## src/rtl/i2s_codec_slave.sv

```systemverilog
// i2s_codec_slave: oversampled I2S slave that deserialises DAC words and serialises ADC words
module i2s_codec_slave #(
  parameter int DATA_WIDTH = 16,
  parameter int MIN_CLK_PER_PHASE = 3
) (
  input  logic                  iCLK_18_4,
  input  logic                  iRST,
  input  logic                  iAUD_BCLK,
  input  logic                  iAUD_LRCK,
  input  logic                  iAUD_DACDAT,
  output logic                  oAUD_ADCDAT,
  input  logic [DATA_WIDTH-1:0] iADC_L,
  input  logic [DATA_WIDTH-1:0] iADC_R,
  output logic [DATA_WIDTH-1:0] oDAC_L,
  output logic [DATA_WIDTH-1:0] oDAC_R,
  output logic                  oDAC_VALID,
  output logic                  oLOCKED,
  output logic                  oFRAME_ERR
);
  localparam int CW = $clog2(DATA_WIDTH + 1);
  localparam logic [CW-1:0] FULL = CW'(DATA_WIDTH);
  localparam logic [CW-1:0] LAST = CW'(DATA_WIDTH - 1);
  typedef enum logic {HUNT, LOCKED} stateT;
  stateT state, nextState;
  logic [2:0] bclkSync;
  logic [1:0] lrckSync, datSync;
  logic primed, prevLrck, haveLeft;
  logic [CW-1:0] bitCnt;
  logic [DATA_WIDTH-2:0] rxSr;
  logic [DATA_WIDTH-1:0] txSr, holdL, word;
  logic [2:0] phaseCnt;
  logic rise, fall, lrck, dat, lrckChg, shortHalf, locked;
  assign rise = bclkSync[1] & ~bclkSync[2];
  assign fall = ~bclkSync[1] & bclkSync[2];
  assign lrck = lrckSync[1];
  assign dat = datSync[1];
  // the very first rise after reset only records LRCK, so a mid-half reset release cannot fake an edge
  assign lrckChg = rise & primed & (lrck != prevLrck);
  assign shortHalf = bitCnt < FULL;
  assign word = {rxSr, dat};
  assign locked = state == LOCKED;
  always_ff @(posedge iCLK_18_4 or posedge iRST)
    if (iRST) begin
      bclkSync <= '0;
      lrckSync <= '0;
      datSync <= '0;
    end else begin
      bclkSync <= {bclkSync[1:0], iAUD_BCLK};
      lrckSync <= {lrckSync[0], iAUD_LRCK};
      datSync <= {datSync[0], iAUD_DACDAT};
    end
  always_ff @(posedge iCLK_18_4 or posedge iRST)
    if (iRST) state <= HUNT;
    else state <= nextState;
  always_comb nextState = (state == HUNT && lrckChg) ? LOCKED : state;
  always_comb begin
    oLOCKED = locked;
    oAUD_ADCDAT = locked & txSr[DATA_WIDTH-1];
  end
  always_ff @(posedge iCLK_18_4 or posedge iRST)
    if (iRST) begin
      primed <= 1'b0;
      prevLrck <= 1'b0;
      haveLeft <= 1'b0;
      bitCnt <= '0;
      rxSr <= '0;
      txSr <= '0;
      holdL <= '0;
      oDAC_L <= '0;
      oDAC_R <= '0;
      oDAC_VALID <= 1'b0;
      oFRAME_ERR <= 1'b0;
    end else begin
      oDAC_VALID <= 1'b0;
      oFRAME_ERR <= 1'b0;
      if (rise) begin
        primed <= 1'b1;
        prevLrck <= lrck;
      end
      if (lrckChg) begin
        bitCnt <= CW'(1);
        rxSr <= (DATA_WIDTH-1)'(dat);
        txSr <= txSr << 1;
        oFRAME_ERR <= locked && shortHalf;
        if (locked && shortHalf) haveLeft <= 1'b0;
      end else if (rise && locked && shortHalf) begin
        bitCnt <= bitCnt + 1'b1;
        rxSr <= word[DATA_WIDTH-2:0];
        txSr <= (bitCnt == LAST) ? (lrck ? iADC_R : iADC_L) : txSr << 1;
        if (bitCnt == LAST && lrck) begin
          holdL <= word;
          haveLeft <= 1'b1;
        end
        // a right word only completes a pair if its left partner arrived in the same frame
        if (bitCnt == LAST && !lrck && haveLeft) begin
          oDAC_L <= holdL;
          oDAC_R <= word;
          oDAC_VALID <= 1'b1;
          haveLeft <= 1'b0;
        end
      end
    end
  always_ff @(posedge iCLK_18_4 or posedge iRST)
    if (iRST) phaseCnt <= '0;
    else begin
      phaseCnt <= (rise | fall) ? 3'd1 : (phaseCnt == 3'd0 || phaseCnt == 3'd7) ? phaseCnt : phaseCnt + 3'd1;
      if ((rise | fall) && phaseCnt != 3'd0) assert (int'(phaseCnt) >= MIN_CLK_PER_PHASE - 1);
    end
endmodule

```

## config.mk

```make
export PLATFORM = sky130hd
export DESIGN_NAME = i2s_codec_slave
export DESIGN_NICKNAME = d
export VERILOG_FILES = /design/src/rtl/i2s_codec_slave.sv
export SDC_FILE = /design/constraint.sdc
export NUM_CORES = 1
export LEC_CHECK = 0
export ABC_AREA = 1
export CAP_MARGIN = 25
export CORE_ASPECT_RATIO = 0.8
export CORE_MARGIN = 4
export CORE_UTILIZATION = 33
export CTS_CLUSTER_DIAMETER = 100
export CTS_CLUSTER_SIZE = 20
export DETAILED_ROUTE_END_ITERATION = 7
export SLEW_MARGIN = 20
export SYNTH_ARGS = -nofsm -noshare
export SYNTH_HDL_FRONTEND = slang
export SYNTH_SLANG_ARGS = --single-unit
export TNS_END_PERCENT = 5
```

## constraint.sdc

```tcl
create_clock -name iCLK_18_4 -period 10.11 [get_ports iCLK_18_4]
set_input_delay 2.5275 -clock iCLK_18_4 [delete_from_list [all_inputs] [get_ports iCLK_18_4]]
set_output_delay 2.5275 -clock iCLK_18_4 [all_outputs]
set_load 0.005 [all_outputs]
```

==> results of run 1 <==
[worst reg2reg max path, cell delays in order, from the launching register on]
cell and delay [ps]:
dfrtp_1 370, ha_1 190, and3_1 170, ha_1 130
buf_4 310, inv_2 240, nor3_4 190, buf_4 360
nand3_2 630, nand2_1 250, nand2_1 70
[per-layer routing]
metal / GRT usage, % / up-vias
li1: - / 1883
met2: 22.32 / 88
met1: 19.61 / 1841
met5: 0 / -
met3: 3.450 / 10
met4: 3.716 / 0
[how the worst min path moves through the flow]
stage                      startpoint  slack [ps]     endpoint
after detailed placement  lrckSync[0]         340  lrckSync[1]
after CTS                 lrckSync[0]         350  lrckSync[1]
after floorplan           bclkSync[0]         330  bclkSync[1]
after global placement    lrckSync[0]         330  lrckSync[1]
after global routing      bclkSync[0]         360  bclkSync[1]
final                     lrckSync[0]         350  lrckSync[1]
[synthesized netlist by cell type]
cell type  count  area share (%)
o21a_1         1            0.17
inv_1         18             1.5
nand3_2        1            0.22
nand2_1      191              16
buf_2         22             2.4
nor3_4         1            0.36
nand3_1       97              11
xnor2_1        1            0.19
buf_6          7             1.7
nor2_1         5            0.42
nand3_4        1            0.39
a21oi_1        2            0.22
nand2_4        2            0.50
nand4_1       48             6.6
dfrtp_1       97              54
clkinv_1       1           0.083
nand2_2        5            0.69
o21ai_0       17             1.9
buf_1          2            0.17
inv_2          2            0.17
and3_1         1            0.14
nor2_2         1            0.14
ha_1           2            0.55
buf_4          3            0.50
clkbuf_1       7            0.58
[logic make-up (layout without fill, tap and decap cells)]
group / Yosys count / in the layout / share of synthesized area, %
simple gates: 353 / 353 / 36.10
flops: 97 / 97 / 53.71
buf+inv: 62 / 115 / 7.171
compound gates: 20 / 20 / 2.270
fa+ha+maj: 2 / 2 / 0.5536
xor+xnor: 1 / 1 / 0.1938
[where the power goes]
part	switching, mW	leakage, nW	internal, mW
Combinational	0.0767	1.33	0.0531
Sequential	0.0266	1.31	0.418
Clock	0.137	0.133	0.176
Total	0.240	2.78	0.648
[flip-flops by register name, indices dropped and copies added (netlist names)]
register	count
txSr	16
oLOCKED	1
oDAC_R	16
prevLrck	1
oFRAME_ERR	1
lrckSync	2
rxSr	15
holdL	16
datSync	2
oDAC_L	16
primed	1
bitCnt	5
oDAC_VALID	1
bclkSync	3
haveLeft	1
[area by class of cell]
cell class / instances / area, um^2 / area share (%)
clock inverter: 3 / 17.52 / 0.3145
clock buffer: 11 / 252.7 / 4.537
inverter: 21 / 81.33 / 1.460
multi-input combinational: 376 / 1775 / 31.87
sequential: 97 / 2427 / 43.58
tap: 175 / 219.0 / 3.931
timing repair buffer: 80 / 797.0 / 14.31
[per-stage QoR]
| stage | setup WS [ps] | power (mW) | hold slack, ps | instances |
|---|---|---|---|---|
| after floorplan | 5049 | 0.5383 | 331.2 | 535 |
| after global placement | 6023 | 0.5766 | 333.8 | 747 |
| after detailed placement | 5988 | 0.5799 | 337.1 | 747 |
| after CTS | 6210 | 0.8941 | 351.2 | 761 |
| after global routing | 6164 | 0.9346 | 364.5 | 763 |
| final | 6234 | 0.8882 | 349.6 | 763 |
==> flow_summary_export.csv, run 1 <==
group,metric,value,unit
final_layout,diodes,0,
run_status,status,"completed",
cts,clock_latency,340,ps
cts,post_cts_buffers,0,
route,vias_per_cell,5.009,
cts,numCtsBuffers,9,
route,met3_length,494,um
route,met1_length,5247,um
cts,root_buffer,"clkbuf_16",
route,wire_per_inst,14.07,um
worst_setup_path,end_kind,"output port",
global_route,grt_pass1_wl,18330,um
worst_setup_path,worst-r2r-cell-count,10,
floorplanning,die_area,15640,um^2
timing,period_share,38.34,%
place,numPortBuffers,72,
min_path,hp-class,"reg2reg",
floorplanning,pin_count,73,
worst_setup_path,start_kind,"flip-flop",
worst_setup_path,rr_endpoint,"oDAC_R[10]",
route,drc,0,
timing,finClkSkew,7.641,ps
synth,synthDistinctLibCells,25,
synth,ys_seq_area_share,53.71,%
synth,netlist_area,4519,um^2
place,place.gp.congestion,0.7613,
synth,ys_warn_count,0,
route,drtAntennaViolNets,0,
final_layout,final_common_cell,"nand2_1",
worst_setup_path,crit_arrival,1350,ps
place,place_hpwl,6821,um
floorplanning,core,13150,um^2
worst_setup_path,crit_family,"buffers and inverters",
worst_setup_path,r2r_start,"bitCnt[1]",
power_and_ir_drop,vdd_drop_max,0.08960,mV
cts,cts_resized,0,
route,dr.first_iter.drc_count,292,
synth,avgSynthCellArea,8.447,um^2
cts,clk_path_buf_depth,2,
global_route,grt_overflow,0,
global_route,grt_max_degree,108,
route,totalWireLength,10730,um
final_layout,nNetsFinal,624,
final_layout,stdcell_area,5570,um^2
final_layout,final_cell_mix,"nand2_1 (191), nand3_1 (97), dfrtp_1 (97), clkdlybuf4s50_1 (72), nand4_1 (48)",
worst_setup_path,critPathKind,"reg2out",
cts,clk_pin_slew,60,ps
route,routed.top_layer,"met4",
final_layout,finish.utilization,42.37,%
final_layout,fillers,1327,
place,placed_area,5269,um^2
cts,cts_tree,"yes",
global_route,grt_pass1_vias,3719,
worst_setup_path,cp_slowest_cell,"clkdlybuf4s50_1",
power_and_ir_drop,cellLeakagePower,2.780,nW
timing,hold_violations,0,
floorplanning,die_y,112.7,um
worst_setup_path,path_cells,"nand2_1, inv_1, clkdlybuf4s50_1",
synth,synth-seq-cells,97,
synth,synth_cells,535,
worst_setup_path,startpoint,"oLOCKED",
run,maxCapViolCount,0,
timing,tightest_slew,783.5,ps
worst_setup_path,cp_max_fo,4,
worst_setup_path,reg2reg_slack,7060,ps
floorplanning,die_w,138.8,um
global_route,grt_use_total,14.14,%
cts,hold_buffers,0,
final_layout,area_delta_synth_final,23.26,%
route,route.met2.wl,4884,um
synth,syn-num-nets,574,
worst_setup_path,required,7580,ps
route,dr.pass1.iters,5,
timing,fmax,258.0,MHz
route,num_vias,3822,
power_and_ir_drop,powerDensity,159.4,nW/um^2
cts,htreeDepth,3,
floorplanning,row_count,37,
min_path,hold_depth,0,
timing,rsz0062_at_grt,"no",
worst_setup_path,slowest_delay,490,ps
timing,maxSlewViolCount,0,
worst_setup_path,crit_cells,3,
timing,setup_tns,0,ps
final_layout,drive_gt1_share,6.293,%
worst_setup_path,crit_path_end,"oAUD_ADCDAT",
global_route,antenna_found_initial,0,
timing,relSlewSlack,47.76,%
worst_setup_path,critPathBufInv,2,
timing,setup_viol,0,
floorplanning,start_util,34.37,%
cts,cts.sinks,97,
timing,period_minus_slack,3876,ps
Note: power is estimated with default switching activity, not from simulation.
==> run 2, diff against run 1 <==
clock period = 4 ns   (was 10.11 ns; I/O delays follow)
==> run 2 against run 1 <==
Against the previous run:
- critical path depth is 7 higher
- flip-flop and latch count unchanged
- final area up 0.31%
- sequential power grew to 2.5 times the previous value
- power rose to 2.6 times the previous value
- sequential share of layout area fell by 0.14 points
- via count up 0.63%
- clock skew is 1.3 ps higher
- clock power rose to 2.7 times the previous value
- critical path type is now reg2reg
- critical endpoint is now oDAC_L[2]
- largest power group unchanged
==> flow_summary_export.csv, run 2 (synthesized netlist as in run 1, its figures left out) <==
group,metric,value,unit
run_status,status,"completed",
timing,setup_ws,982.5,ps
run,maxCapViolCount,0,
cts,root_buffer,"clkbuf_16",
floorplanning,die_w,138.8,um
floorplanning,die_area,15640,um^2
cts,numCtsBuffers,9,
route,wire_per_inst,14.35,um
global_route,grt_max_degree,53,
final_layout,drive_gt1_share,6.610,%
place,dpl_worst_slack,967.8,ps
timing,rsz0062_at_grt,"no",
place,placed_area,5296,um^2
power_and_ir_drop,vdd_drop_max,0.1960,mV
worst_setup_path,cp_max_fo,33,
global_route,grt_use_total,14.44,%
floorplanning,row_count,37,
cts,htreeDepth,3,
global_route,grt_pass1_vias,3671,
route,dr.first_iter.drc_count,389,
route,totalWireLength,10970,um
timing,setup_viol,0,
route,dr.pass1.iters,5,
floorplanning,pin_count,73,
worst_setup_path,crit_arrival,3250,ps
timing,relSlewSlack,48.98,%
final_layout,final_cell_mix,"nand2_1 (191), nand3_1 (97), dfrtp_1 (97), clkdlybuf4s50_1 (72), nand4_1 (48)",
place,numPortBuffers,72,
cts,hold_buffers,0,
place,place_hpwl,7423,um
timing,fmax,331.4,MHz
final_layout,area_delta_synth_final,23.64,%
final_layout,nNetsFinal,624,
cts,clk_path_buf_depth,2,
place,place_inst,749,
timing,hold_violations,0,
worst_setup_path,end_kind,"flip-flop",
cts,cts.sinks,97,
power_and_ir_drop,cellLeakagePower,2.785,nW
cts,clock_latency,350,ps
route,vias_per_cell,5.027,
power_and_ir_drop,powerDensity,409.9,nW/um^2
cts,cts_resized,0,
timing,setup_tns,0,ps
timing,period_share,75.44,%
final_layout,diodes,0,
final_layout,stdcell_area,5588,um^2
timing,maxSlewViolCount,0,
final_layout,final_common_cell,"nand2_1",
worst_setup_path,critPathKind,"reg2reg",
route,drtAntennaViolNets,0,
timing,finClkSkew,8.963,ps
route,drc,0,
timing,period_minus_slack,3017,ps
global_route,grt_overflow,0,
floorplanning,core,13150,um^2
cts,clk_pin_slew,60,ps
global_route,grt_pass1_wl,18730,um
timing,tightest_slew,763.6,ps
final_layout,stdcell_count,765,
worst_setup_path,start_kind,"flip-flop",
place,place.gp.congestion,0.7729,
min_path,hp-class,"reg2reg",
global_route,antenna_found_initial,0,
floorplanning,die_y,112.7,um
cts,post_cts_buffers,0,
final_layout,fillers,1323,
route,num_vias,3846,
floorplanning,start_util,34.37,%
worst_setup_path,required,4230,ps
cts,cts_tree,"yes",
==> run 2: cell type report <==
cell class | count | area [um^2] | share of cell area (%)
clock buffer | 11 | 252.7 | 4.523
clock inverter | 5 | 38.79 | 0.6941
sequential | 97 | 2427 | 43.44
tap | 175 | 219.0 | 3.918
timing repair buffer | 80 | 793.3 | 14.20
multi-input combinational | 376 | 1775 | 31.77
inverter | 21 | 81.33 | 1.455
==> run 2: path summary, 6_finish.rpt <==
kind                            startpoint  slack, ps         end  cells past startpoint
worst max-delay path             bitCnt[0]        980   oDAC_L[2]                     10
worst max register to register   bitCnt[0]        980   oDAC_L[2]                     10
min in group asynchronous             iRST       1090    holdL[3]                      2
worst min register to register  datSync[0]        350  datSync[1]                      0
max in group asynchronous             iRST       2240    rxSr[10]                      3
worst min-delay path            datSync[0]        350  datSync[1]                      0
==> run 2: where the power goes <==
part           leakage [nW]  switching, mW  internal (mW)  total, mW
combinational          1.33          0.198          0.135      0.332
sequential             1.31         0.0686           1.06       1.12
clock                 0.142          0.374          0.459      0.833
==> run 2: metal layers <==
metal | global-route usage, % | share of wire [%] | vias up
met5 | 0 | 0 | -
met4 | 3.651 | 0.62 | 0
met3 | 3.705 | 4.5 | 6
met2 | 22.00 | 48 | 84
met1 | 20.63 | 47 | 1874
li1 | - | - | 1882
==> run 2: stage by stage <==
stage               power, mW  hold WS (ps)  utilization [%]
floorplan               1.361         331.2                -
global placement        1.467         335.4            40.28
detailed placement      1.478         334.7            40.28
CTS                     2.320         349.4            42.50
global route            2.419         360.4            42.50
finish                  2.290         348.7            42.50
==> run 2: worst max-delay path: stages, from the launching register on <==
cell and delay [ps]:
dfrtp_1 380, ha_1 200, and3_1 180, ha_1 140, buf_4 290, inv_2 220, nor3_4 190, buf_4 360
nand3_2 610, nand2_1 240, nand2_1 70
==> run 3, diff against run 2 <==
clock period = 2.5 ns   (was 4 ns; I/O delays follow)
==> run 3 against run 2 <==
Against the previous run:
- sequential power rose by 61%
- routed wire length fell by 3.3%
- register-to-register slack worse by 670 ps
- clock power is 67% higher
- critical endpoint is now oDAC_L[4]
- non-clock buffer count increased by 4
- largest power group unchanged
- largest cell class unchanged
- final area grew 1.2%
- count of clock-buffer cells in the layout decreased by 2
==> flow_summary_export.csv, run 3 (synthesized netlist as in run 1, its figures left out) <==
group,metric,value,unit
worst_setup_path,cp_slowest_cell,"nand3_2",
global_route,grt_pass1_vias,3713,
timing,tightest_slew,668.6,ps
cts,clk_pin_slew,70,ps
min_path,hp-class,"reg2reg",
final_layout,drive_gt1_share,7.239,%
global_route,grt_use_total,14.14,%
worst_setup_path,slowest_delay,550,ps
final_layout,fillers,1347,
timing,finClkSkew,7.825,ps
timing,hold_violations,0,
route,num_vias,3800,
route,drtAntennaViolNets,0,
run_status,status,"completed",
global_route,antenna_found_initial,0,
cts,cts_tree,"yes",
global_route,grt_pass1_wl,18550,um
power_and_ir_drop,cellLeakagePower,2.817,nW
worst_setup_path,path_cells,"ha_1, and3_1, ha_1, inv_2, nor3_4, nand3_2, nand2_1, nand2_1",
timing,rsz0062_at_grt,"no",
cts,hold_buffers,0,
cts,clock_latency,340,ps
cts,clk_path_buf_depth,2,
timing,period_minus_slack,2184,ps
route,dr.first_iter.drc_count,354,
floorplanning,core,13150,um^2
worst_setup_path,critPathBufInv,1,
route,dr.pass1.iters,4,
timing,setup_tns,0,ps
place,place.gp.congestion,0.7847,
final_layout,area_delta_synth_final,25.08,%
place,place_hpwl,7085,um
worst_setup_path,required,2730,ps
worst_setup_path,crit_arrival,2410,ps
worst_setup_path,start_kind,"flip-flop",
floorplanning,start_util,34.37,%
cts,cts_resized,0,
power_and_ir_drop,vdd_drop_max,0.3686,mV
route,vias_per_cell,4.941,
worst_setup_path,cp_max_fo,33,
final_layout,nNetsFinal,628,
final_layout,final_cell_mix,"nand2_1 (191), nand3_1 (97), dfrtp_1 (97), clkdlybuf4s50_1 (72), nand4_1 (48)",
worst_setup_path,end_kind,"flip-flop",
run,maxCapViolCount,0,
global_route,grt_max_degree,68,
final_layout,stdcell_count,769,
floorplanning,die_area,15640,um^2
cts,cts.sinks,97,
worst_setup_path,crit_family,"simple AND/OR/NAND/NOR gates",
timing,period_share,87.34,%
cts,numCtsBuffers,9,
final_layout,final_common_cell,"nand2_1",
timing,fmax,458.0,MHz
cts,root_buffer,"clkbuf_16",
floorplanning,die_w,138.8,um
route,totalWireLength,10610,um
global_route,grt_overflow,0,
floorplanning,die_y,112.7,um
power_and_ir_drop,powerDensity,658.1,nW/um^2
final_layout,finish.utilization,43.00,%
floorplanning,row_count,37,
timing,maxSlewViolCount,0,
worst_setup_path,critPathKind,"reg2reg",
place,numPortBuffers,72,
floorplanning,pin_count,73,
place,place_inst,753,
route,drc,0,
cts,post_cts_buffers,0,
timing,relSlewSlack,55.38,%
cts,htreeDepth,3,
route,wire_per_inst,13.80,um
final_layout,diodes,0,
timing,setup_viol,0,
-- run 3: cell types whose count changed in the layout (fill, tap and decap cells not counted), sizes merged --
| cell | previous run | this run |
|---|---|---|
| bufinv | 0 | 1 |
| inv | 21 | 22 |
| clkbuf | 11 | 9 |
| buf | 8 | 12 |
-- run 3: worst register-to-register path: stages, from the launching register on --
cell and delay, ps:
dfrtp_1 380, ha_1 190, and3_1 170, ha_1 220, inv_2 70, nor3_4 190, nand3_2 550, nand2_1 230
nand2_1 70
-- run 3: worst paths after layout --
| check | slack, ps | startpoint | end | cells after the start |
|---|---|---|---|---|
| max | 320 | bitCnt[0] | oDAC_L[4] | 8 |
| min | 350 | datSync[0] | datSync[1] | 0 |
| max reg2reg | 320 | bitCnt[0] | oDAC_L[4] | 8 |
| min reg2reg | 350 | datSync[0] | datSync[1] | 0 |
| max in group asynchronous | 1450 | iRST | rxSr[10] | 3 |
| min in group asynchronous | 690 | iRST | oDAC_VALID | 3 |
-- run 3: final cells by class --
type	count	area (um^2)	area share [%]
Clock buffer	9	225.2	3.984
Multi-Input combinational cell	376	1775	31.41
Tap cell	175	219.0	3.873
Sequential cell	97	2427	42.94
Timing Repair Buffer	84	848.3	15.01
Clock inverter	7	75.07	1.328
Inverter	21	82.58	1.461
-- run 3: metal layers --
metal,vias to the layer above,global-route usage [%],share of wire [%]
met1,1823,19.67,49
met5,-,0,0
met4,0,3.455,0.99
met3,10,3.109,4.1
met2,76,22.61,46
li1,1891,-,-
-- run 3: stage by stage --
step	worst slack (ps)	power, mW	hold slack, ps	instance area, um^2
2_1_floorplan	683.2	2.177	331.2	4523
3_3_place_gp	364.8	2.350	332.3	5353
3_5_place_dp	301.5	2.364	336.5	5353
4_1_cts	272.1	3.768	352.3	5653
5_1_grt	43.51	3.928	355.5	5653
6_report	316.4	3.720	350.7	5653
-- run 3: report_power, final --
part	internal, mW	switching, mW
clock network	0.784	0.605
logic	0.223	0.309
registers	1.69	0.108
total	2.70	1.02
